--- src/rtl/axi_adc_jesd204_pkg.sv ---
// Shared definitions for the JESD204 ADC PN sweep sequencer.
// Holds the channel register map constants, the sweep FSM state encoding and
// small helpers that build the CNTRL_3 write address and data words.
package axi_adc_jesd204_pkg;

  localparam logic [13:0] CH_REG_BASE        = 14'h0100;
  localparam int unsigned CH_REG_STRIDE      = 16;
  localparam logic [13:0] CNTRL_3_OFFSET     = 14'h0006;
  localparam int unsigned PNSEQ_LSB          = 16;
  localparam int unsigned ACK_TIMEOUT_CYCLES = 64;

  typedef enum logic [2:0] {
    ST_IDLE     = 3'd0,
    ST_WRITE    = 3'd1,
    ST_WAIT_ACK = 3'd2,
    ST_SETTLE   = 3'd3,
    ST_CHECK    = 3'd4,
    ST_NEXT     = 3'd5,
    ST_DONE     = 3'd6
  } sweep_state_e;

  function automatic int unsigned max3(input int unsigned a, input int unsigned b,
                                       input int unsigned c);
    int unsigned m;
    m = (a > b) ? a : b;
    max3 = (m > c) ? m : c;
  endfunction

  // CNTRL_3 register address of channel ch.
  function automatic logic [13:0] cntrl3_addr(input logic [3:0] ch);
    cntrl3_addr = CH_REG_BASE + (14'(ch) * 14'(CH_REG_STRIDE)) + CNTRL_3_OFFSET;
  endfunction

  // CNTRL_3 write data carrying the PN sequence select.
  function automatic logic [31:0] pnseq_wdata(input logic [3:0] sel);
    pnseq_wdata = 32'(sel) << PNSEQ_LSB;
  endfunction

endpackage

--- src/rtl/axi_adc_jesd204_pn_sweep_if.sv ---
// up register-bus write channel used by the PN sweep sequencer.
//   up_wreq  : write request pulse (master -> slave)
//   up_waddr : 14-bit write address (master -> slave)
//   up_wdata : 32-bit write data (master -> slave)
//   up_wack  : write acknowledge pulse (slave -> master)
interface axi_adc_jesd204_pn_sweep_if;
  logic        up_wreq;
  logic [13:0] up_waddr;
  logic [31:0] up_wdata;
  logic        up_wack;

  modport master (output up_wreq, output up_waddr, output up_wdata, input up_wack);
  modport slave  (input up_wreq, input up_waddr, input up_wdata, output up_wack);
endinterface

--- src/rtl/axi_adc_jesd204_pn_sweep_timer.sv ---
// Loadable down-counter with zero flag. Shared by the lock-settle window, the
// error-free check window and the optional write-ack timeout.
//   clk_i, rst_ni : clock and asynchronous active-low reset
//   load_i        : load load_val_i this cycle (wins over counting)
//   load_val_i    : value to load
//   zero_o        : counter is zero; the counter rests at zero
module axi_adc_jesd204_pn_sweep_timer #(
  parameter int unsigned W = 8
) (
  input  logic         clk_i,
  input  logic         rst_ni,
  input  logic         load_i,
  input  logic [W-1:0] load_val_i,
  output logic         zero_o
);

  logic [W-1:0] cnt_q;

  // Counter register: load, else decrement until zero.
  always_ff @(posedge clk_i or negedge rst_ni) begin
    if (!rst_ni) begin
      cnt_q <= {W{1'b0}};
    end else if (load_i) begin
      cnt_q <= load_val_i;
    end else if (cnt_q != {W{1'b0}}) begin
      cnt_q <= cnt_q - W'(1);
    end else begin
      cnt_q <= cnt_q;
    end
  end

  assign zero_o = (cnt_q == {W{1'b0}});

endmodule

--- src/rtl/axi_adc_jesd204_pn_sweep.sv ---
// PN-test sequencer: on start, walks every channel, writes the PN sequence
// select into its CNTRL_3 register over the up bus, waits for PN lock, then
// requires an error-free observation window. Reports a per-channel pass mask.
// Ports:
//   up_clk, up_rstn          : clock, asynchronous active-low reset
//   start, pnseq_sel         : sweep request and sequence select
//   busy, done, pass_mask    : sweep status and result
//   up_bus (master)          : register write channel
//   up_adc_pn_oos/_err       : per-channel PN monitor status
//   ack_timeout              : sticky write-ack timeout flag
// Optional feature: define PN_SWEEP_ACK_TIMEOUT_EN to bound each write-ack
// wait to 64 cycles; otherwise the wait is unbounded and ack_timeout is 0.
module axi_adc_jesd204_pn_sweep
  import axi_adc_jesd204_pkg::*;
#(
  parameter int unsigned NUM_CHANNELS  = 4,
  parameter int unsigned SETTLE_CYCLES = 1024,
  parameter int unsigned CHECK_CYCLES  = 4096
) (
  input  logic                        up_clk,
  input  logic                        up_rstn,
  input  logic                        start,
  input  logic [3:0]                  pnseq_sel,
  output logic                        busy,
  output logic                        done,
  output logic [NUM_CHANNELS-1:0]     pass_mask,
  axi_adc_jesd204_pn_sweep_if.master  up_bus,
  input  logic [NUM_CHANNELS-1:0]     up_adc_pn_oos,
  input  logic [NUM_CHANNELS-1:0]     up_adc_pn_err,
  output logic                        ack_timeout
);

  localparam int unsigned CNT_W = $clog2(max3(SETTLE_CYCLES, CHECK_CYCLES, 64) + 1);
  localparam int unsigned CH_W  = (NUM_CHANNELS > 1) ? $clog2(NUM_CHANNELS) : 1;

  sweep_state_e            state_q;
  logic [CH_W-1:0]         ch_q;
  logic [3:0]              sel_q;
  logic                    fail_q;
  logic                    busy_q;
  logic                    done_q;
  logic [NUM_CHANNELS-1:0] pass_mask_q;
  logic                    wreq_q;
  logic [13:0]             waddr_q;
  logic [31:0]             wdata_q;

  logic                    tmr_load_d;
  logic [CNT_W-1:0]        tmr_val_d;
  logic                    tmr_zero;
  logic                    ch_oos_d;
  logic                    ch_err_d;
  logic                    ch_last_d;
  logic [CH_W-1:0]         ch_nxt_d;

  assign ch_oos_d  = up_adc_pn_oos[ch_q];
  assign ch_err_d  = up_adc_pn_err[ch_q];
  assign ch_last_d = (ch_q == CH_W'(NUM_CHANNELS - 1));
  assign ch_nxt_d  = ch_q + CH_W'(1'b1);

  axi_adc_jesd204_pn_sweep_timer #(.W(CNT_W)) u_timer (
    .clk_i      (up_clk),
    .rst_ni     (up_rstn),
    .load_i     (tmr_load_d),
    .load_val_i (tmr_val_d),
    .zero_o     (tmr_zero)
  );

  // Timer load control: the window counters are loaded on the cycle that
  // leaves the previous phase so the new phase starts at N-1.
  always_comb begin
    tmr_load_d = 1'b0;
    tmr_val_d  = {CNT_W{1'b0}};
    case (state_q)
      ST_WRITE: begin
`ifdef PN_SWEEP_ACK_TIMEOUT_EN
        tmr_load_d = 1'b1;
        tmr_val_d  = CNT_W'(ACK_TIMEOUT_CYCLES - 1);
`else
        tmr_load_d = 1'b0;
`endif
      end
      ST_WAIT_ACK: begin
        if (up_bus.up_wack) begin
          tmr_load_d = 1'b1;
          tmr_val_d  = CNT_W'(SETTLE_CYCLES - 1);
        end else begin
          tmr_load_d = 1'b0;
        end
      end
      ST_SETTLE: begin
        if (tmr_zero && !ch_oos_d) begin
          tmr_load_d = 1'b1;
          tmr_val_d  = CNT_W'(CHECK_CYCLES - 1);
        end else begin
          tmr_load_d = 1'b0;
        end
      end
      default: tmr_load_d = 1'b0;
    endcase
  end

`ifdef PN_SWEEP_ACK_TIMEOUT_EN
  logic ack_timeout_q;
`endif

  // Sweep FSM with registered outputs; bus outputs are set on entry to WRITE.
  always_ff @(posedge up_clk or negedge up_rstn) begin
    if (!up_rstn) begin
      state_q     <= ST_IDLE;
      ch_q        <= {CH_W{1'b0}};
      sel_q       <= 4'h0;
      fail_q      <= 1'b0;
      busy_q      <= 1'b0;
      done_q      <= 1'b0;
      pass_mask_q <= {NUM_CHANNELS{1'b0}};
      wreq_q      <= 1'b0;
      waddr_q     <= 14'h0000;
      wdata_q     <= 32'h0000_0000;
`ifdef PN_SWEEP_ACK_TIMEOUT_EN
      ack_timeout_q <= 1'b0;
`endif
    end else begin
      case (state_q)
        ST_IDLE: begin
          done_q <= 1'b0;
          if (start) begin
            sel_q       <= pnseq_sel;
            ch_q        <= {CH_W{1'b0}};
            pass_mask_q <= {NUM_CHANNELS{1'b0}};
            fail_q      <= 1'b0;
            busy_q      <= 1'b1;
            wreq_q      <= 1'b1;
            waddr_q     <= cntrl3_addr(4'h0);
            wdata_q     <= pnseq_wdata(pnseq_sel);
`ifdef PN_SWEEP_ACK_TIMEOUT_EN
            ack_timeout_q <= 1'b0;
`endif
            state_q     <= ST_WRITE;
          end
        end
        ST_WRITE: begin
          wreq_q  <= 1'b0;
          state_q <= ST_WAIT_ACK;
        end
        ST_WAIT_ACK: begin
          if (up_bus.up_wack) begin
            state_q <= ST_SETTLE;
          end
`ifdef PN_SWEEP_ACK_TIMEOUT_EN
          else if (tmr_zero) begin
            fail_q        <= 1'b1;
            ack_timeout_q <= 1'b1;
            state_q       <= ST_NEXT;
          end
`endif
        end
        ST_SETTLE: begin
          if (tmr_zero) begin
            if (ch_oos_d) begin
              // No lock: the check window is skipped entirely.
              fail_q  <= 1'b1;
              state_q <= ST_NEXT;
            end else begin
              state_q <= ST_CHECK;
            end
          end
        end
        ST_CHECK: begin
          if (ch_oos_d || ch_err_d) begin
            fail_q <= 1'b1;
          end
          // The final window cycle still counts, so fold it in directly.
          if (tmr_zero) begin
            pass_mask_q[ch_q] <= !(fail_q || ch_oos_d || ch_err_d);
            state_q           <= ST_NEXT;
          end
        end
        ST_NEXT: begin
          fail_q <= 1'b0;
          if (ch_last_d) begin
            done_q  <= 1'b1;
            busy_q  <= 1'b0;
            state_q <= ST_DONE;
          end else begin
            ch_q    <= ch_nxt_d;
            wreq_q  <= 1'b1;
            waddr_q <= cntrl3_addr(4'(ch_nxt_d));
            wdata_q <= pnseq_wdata(sel_q);
            state_q <= ST_WRITE;
          end
        end
        ST_DONE: begin
          done_q  <= 1'b0;
          state_q <= ST_IDLE;
        end
        default: begin
          busy_q  <= 1'b0;
          done_q  <= 1'b0;
          wreq_q  <= 1'b0;
          state_q <= ST_IDLE;
        end
      endcase
    end
  end

  assign busy            = busy_q;
  assign done            = done_q;
  assign pass_mask       = pass_mask_q;
  assign up_bus.up_wreq  = wreq_q;
  assign up_bus.up_waddr = waddr_q;
  assign up_bus.up_wdata = wdata_q;
`ifdef PN_SWEEP_ACK_TIMEOUT_EN
  assign ack_timeout = ack_timeout_q;
`else
  assign ack_timeout = 1'b0;
`endif

endmodule

--- src/flat_wrapper.sv ---
// flat-port wrapper written by rule: the top's interface ports become plain ports
module axi_adc_jesd204_pn_sweep_flat import axi_adc_jesd204_pkg::*;
#(
  parameter int unsigned NUM_CHANNELS  = 4,
  parameter int unsigned SETTLE_CYCLES = 1024,
  parameter int unsigned CHECK_CYCLES  = 4096
)
  (up_clk, up_rstn, start, pnseq_sel, busy, done, pass_mask, up_adc_pn_oos, up_adc_pn_err, ack_timeout, up_bus_up_wreq, up_bus_up_waddr, up_bus_up_wdata, up_bus_up_wack);
  axi_adc_jesd204_pn_sweep_if up_bus_i ();
  input  logic up_clk;
  input  logic up_rstn;
  input  logic start;
  input  logic [3:0] pnseq_sel;
  output logic busy;
  output logic done;
  output logic [NUM_CHANNELS-1:0] pass_mask;
  input  logic [NUM_CHANNELS-1:0] up_adc_pn_oos;
  input  logic [NUM_CHANNELS-1:0] up_adc_pn_err;
  output logic ack_timeout;
  output wire logic [$bits(up_bus_i.up_wreq)-1:0] up_bus_up_wreq;
  output wire logic [$bits(up_bus_i.up_waddr)-1:0] up_bus_up_waddr;
  output wire logic [$bits(up_bus_i.up_wdata)-1:0] up_bus_up_wdata;
  input wire logic [$bits(up_bus_i.up_wack)-1:0] up_bus_up_wack;
  assign up_bus_up_wreq = up_bus_i.up_wreq;
  assign up_bus_up_waddr = up_bus_i.up_waddr;
  assign up_bus_up_wdata = up_bus_i.up_wdata;
  assign up_bus_i.up_wack = up_bus_up_wack;
  axi_adc_jesd204_pn_sweep #(.NUM_CHANNELS(NUM_CHANNELS), .SETTLE_CYCLES(SETTLE_CYCLES), .CHECK_CYCLES(CHECK_CYCLES)) u_core (.up_clk(up_clk), .up_rstn(up_rstn), .start(start), .pnseq_sel(pnseq_sel), .busy(busy), .done(done), .pass_mask(pass_mask), .up_bus(up_bus_i), .up_adc_pn_oos(up_adc_pn_oos), .up_adc_pn_err(up_adc_pn_err), .ack_timeout(ack_timeout));
endmodule
--- config.mk ---
export PLATFORM = sky130hd
export DESIGN_NAME = axi_adc_jesd204_pn_sweep_flat
export DESIGN_NICKNAME = d
export VERILOG_FILES = /design/src/rtl/axi_adc_jesd204_pkg.sv /design/src/rtl/axi_adc_jesd204_pn_sweep_if.sv /design/src/rtl/axi_adc_jesd204_pn_sweep_timer.sv /design/src/rtl/axi_adc_jesd204_pn_sweep.sv /design/src/flat_wrapper.sv
export SDC_FILE = /design/constraint.sdc
export NUM_CORES = 1
export LEC_CHECK = 0
export BUFFER_PORTS_ARGS = -buffer_cell sky130_fd_sc_hd__buf_2
export CAP_MARGIN = 20
export CORE_UTILIZATION = 33
export CTS_CLUSTER_SIZE = 24
export DETAILED_ROUTE_END_ITERATION = 7
export HOLD_SLACK_MARGIN = 0.15
export SYNTH_ARGS = -nofsm -noshare
export SYNTH_HDL_FRONTEND = slang
export SYNTH_SLANG_ARGS = --single-unit
--- constraint.sdc ---
create_clock -name up_clk -period 3.38 [get_ports up_clk]
set_input_delay 0.169 -clock up_clk [delete_from_list [all_inputs] [get_ports up_clk]]
set_output_delay 0.169 -clock up_clk [all_outputs]
set_load 0.005 [all_outputs]
==> out/metrics.cfg <==
[clocking]
clockRootBuffer = clkbuf_8
clock_sinks = 35
htreeDepth = 2
cts_buffer_depth = 2
clk_latency_ns = 0.30
path_clk_slew_ns = 0.08
cts_buffers = 5
cts_setup_buffers = 0
cts_tree = done

[power]
ir_drop_uv = 213.6
powerDensity_mw_per_mm2 = 487.0
leakagePower_nw = 1.169

[sta]
whs_ns = 0.2164
setup_violations = 0
fin_crit_ns = 2.215
slew_viol_final = 0
fin_tns_setup_ns = 0
max_freq_mhz = 451.5
fin_crit_sh_pct = 65.53
hold_viol = 0
worst_clock_skew_ns = 0.007521
rsz0062_at_grt = no
max_slew.worst_pin.slew_ns = 0.7946
relSlewSlack_pct = 47.03

[grt]
grt_pass1_vias = 1493
grt_first_pass_wirelength_mm = 7.169
grt_start_max_net_pins = 36
antenna_found_initial = 0
grt_util_all_layers_pct = 12.94
grt-ovfl-total = 0

[logic_synthesis]
synth_ff_type = dfrtp_1
syn_avg_cell_area_um2 = 9.567
ys_seq_area_share_pct = 39.46
synthesis.area_mm2 = 0.002220
synth-seq-cells = 35
synth.distinct_cells = 46
postSynthCellCount = 232
synth_edf_count = 0
yosys_warnings = 0
synthArstFlopShare_pct = 100.0

[placed_design]
io_buffers = 31
hpwl_mm = 2.926
place.gp.congestion = 0.7634

[cells_and_area]
n_antenna_cell = 0
layout.nets = 289
drive_above_1_share_pct = 20.15
n_fill_cell = 676
syn_to_final_growth_pct = 10.65

[routing]
vias_per_cell = 4.730
vias = 1632
dr.pass1.iters = 6
drt-total-wl_mm = 4.170
drc = 9
avgRoutedWirePerCell_um = 12.09
drtIter0Drc = 73
postRouteAntennaNets = 0

[floorplan]
chipHeight_um = 84.02
start_util_pct = 34.56
die_x_um = 84.02
io-pin-count = 70
rows = 29
core_mm2 = 0.006422
die-area_mm2 = 0.007059

[worst_setup_path]
worstPathRequired_ns = 3.59
arrival_ns = 2.43
start_kind = flop
crit_fanout = 11
end_kind = flop
critical_path.top_delay_family = compound AO/OA/AOI/OAI gates
crit_chain = ha_1, nor2b_1, nand2_1, a21oi_1, nand4_1, o21ai_0
critPathBufInv = 0
worstSetupPathType = reg -> reg
crit_slowest_cell = a21oi_1
critPathMaxStageDelay_ns = 0.64

[hold_path]
worstHoldPathType = in -> reg

[status]
status = complete, but fails checks
violations = DRC

[run]
maxCapViolCount = 0

[cell usage in the layout (no fill, tap or decap), types with 8 or more instances in the layout]
cell type | synthesis | final
nand2_1 | 18 | 18
nor3_1 | 9 | 9
conb_1 | 1 | 38
buf_2 | 1 | 31
dfrtp_1 | 35 | 35
inv_1 | 8 | 8
a21oi_1 | 14 | 14
mux2i_1 | 9 | 9
nor2_1 | 18 | 18
[area by class of cell]
cell class	instances	area [um^2]	share of cell area, %
inverters	9	33.78	1.375
well taps	77	96.34	3.923
flip-flops and latches	35	875.8	35.66
multi-input cells	180	1129	45.95
repair buffers	36	205.2	8.355
clock inverters	3	47.55	1.936
clock buffers	5	68.82	2.802
[tightest hold or removal path: stages]
cell,delay (ns)
buf_2,0.11
a21oi_1,0.06
o21ai_0,0.14
[stage by stage]
stage / total power, mW / cell area, um^2 / cells / util (%) / worst slack (ns)
final: 1.196 / 2456 / 345 / 38.24 / 1.165
after global routing: 1.274 / 2456 / 345 / 38.24 / 0.9243
after CTS: 1.209 / 2456 / 345 / 38.24 / 1.105
after detailed placement: 0.7977 / 2290 / 332 / 35.65 / 1.103
after global placement: 0.7947 / 2290 / 332 / 35.65 / 1.170
after floorplan: 0.7576 / 2359 / 269 / - / 1.605
[sequential cells by signal (all words and copies together), names as in the netlist]
signal and cells:
u_core.up_bus.up_waddr 2, u_core.u_timer.cnt_q 13, u_core.done 1, u_core.pass_mask 4
u_core.up_bus.up_wdata 4, u_core.sel_q 4, u_core.ch_q 1, u_core.up_bus.up_wreq 1
u_core.state_q 3, u_core.fail_q 1, u_core.busy 1
[cells in the mapped netlist, types with 2 or more instances]
library cell | number | area share (%)
inv_1 | 8 | 1.4
o31ai_1 | 2 | 0.68
mux2_2 | 4 | 2.0
mux4_2 | 2 | 2.0
nor3_1 | 9 | 2.0
nor2_1 | 18 | 3.0
nand2b_1 | 5 | 1.4
or3_1 | 3 | 0.85
nand2_1 | 18 | 3.0
xnor2_1 | 5 | 2.0
o211ai_1 | 2 | 0.68
nor4_4 | 2 | 1.9
o21ai_1 | 2 | 0.45
nor2b_1 | 3 | 0.85
clkbuf_1 | 4 | 0.68
nand3_1 | 7 | 1.6
a31oi_1 | 3 | 0.85
dfrtp_1 | 35 | 39
ha_1 | 6 | 3.4
a21oi_1 | 14 | 3.2
buf_4 | 40 | 14
o21ai_0 | 7 | 1.6
nor4_1 | 2 | 0.56
mux2i_1 | 9 | 4.1
[logic make-up after synthesis]
logic type / share of synthesized area, %
simple gates: 20.97
compound gates: 9.978
buf+inv: 15.95
other cells: 0.1689
flops: 39.46
xor+xnor: 1.973
mux: 8.117
fa+ha+maj: 3.382
[routing by layer]
layer / wire (um) / GRT usage, %
met5: 0 / 0
met4: 33 / 3.762
met3: 222 / 4.451
met2: 1960 / 20.04
met1: 1954 / 17.04
[final timing paths]
kind | start | to | slack [ns] | cells after the start
max | u_core.ch_q[0] | u_core.up_bus.up_waddr[5] | 1.17 | 6
min | start | u_core.busy | 0.22 | 3
max reg2reg | u_core.ch_q[0] | u_core.up_bus.up_waddr[5] | 1.17 | 6
min reg2reg | u_core.up_bus.up_wreq | u_core.up_bus.up_wreq | 0.50 | 1
max in group asynchronous | up_rstn | u_core.u_timer.cnt_q[9] | 2.38 | 2
min in group asynchronous | up_rstn | u_core.sel_q[1] | 0.49 | 2
[power by group]
group | leakage (nW) | switching, mW | total [mW] | internal [mW]
combinational | 0.695 | 0.127 | 0.237 | 0.111
clock | 0.0587 | 0.175 | 0.399 | 0.224
sequential | 0.415 | 0.0778 | 0.560 | 0.483
total | 1.17 | 0.379 | 1.20 | 0.817
[timing repair]
action / 4_1_cts / 5_1_grt
hold endpoints to repair: 39 / 0
hold buffers: 5 / 0
gates resized for setup: 0 / 0
No activity file was read; power rests on OpenSTA's default activity.
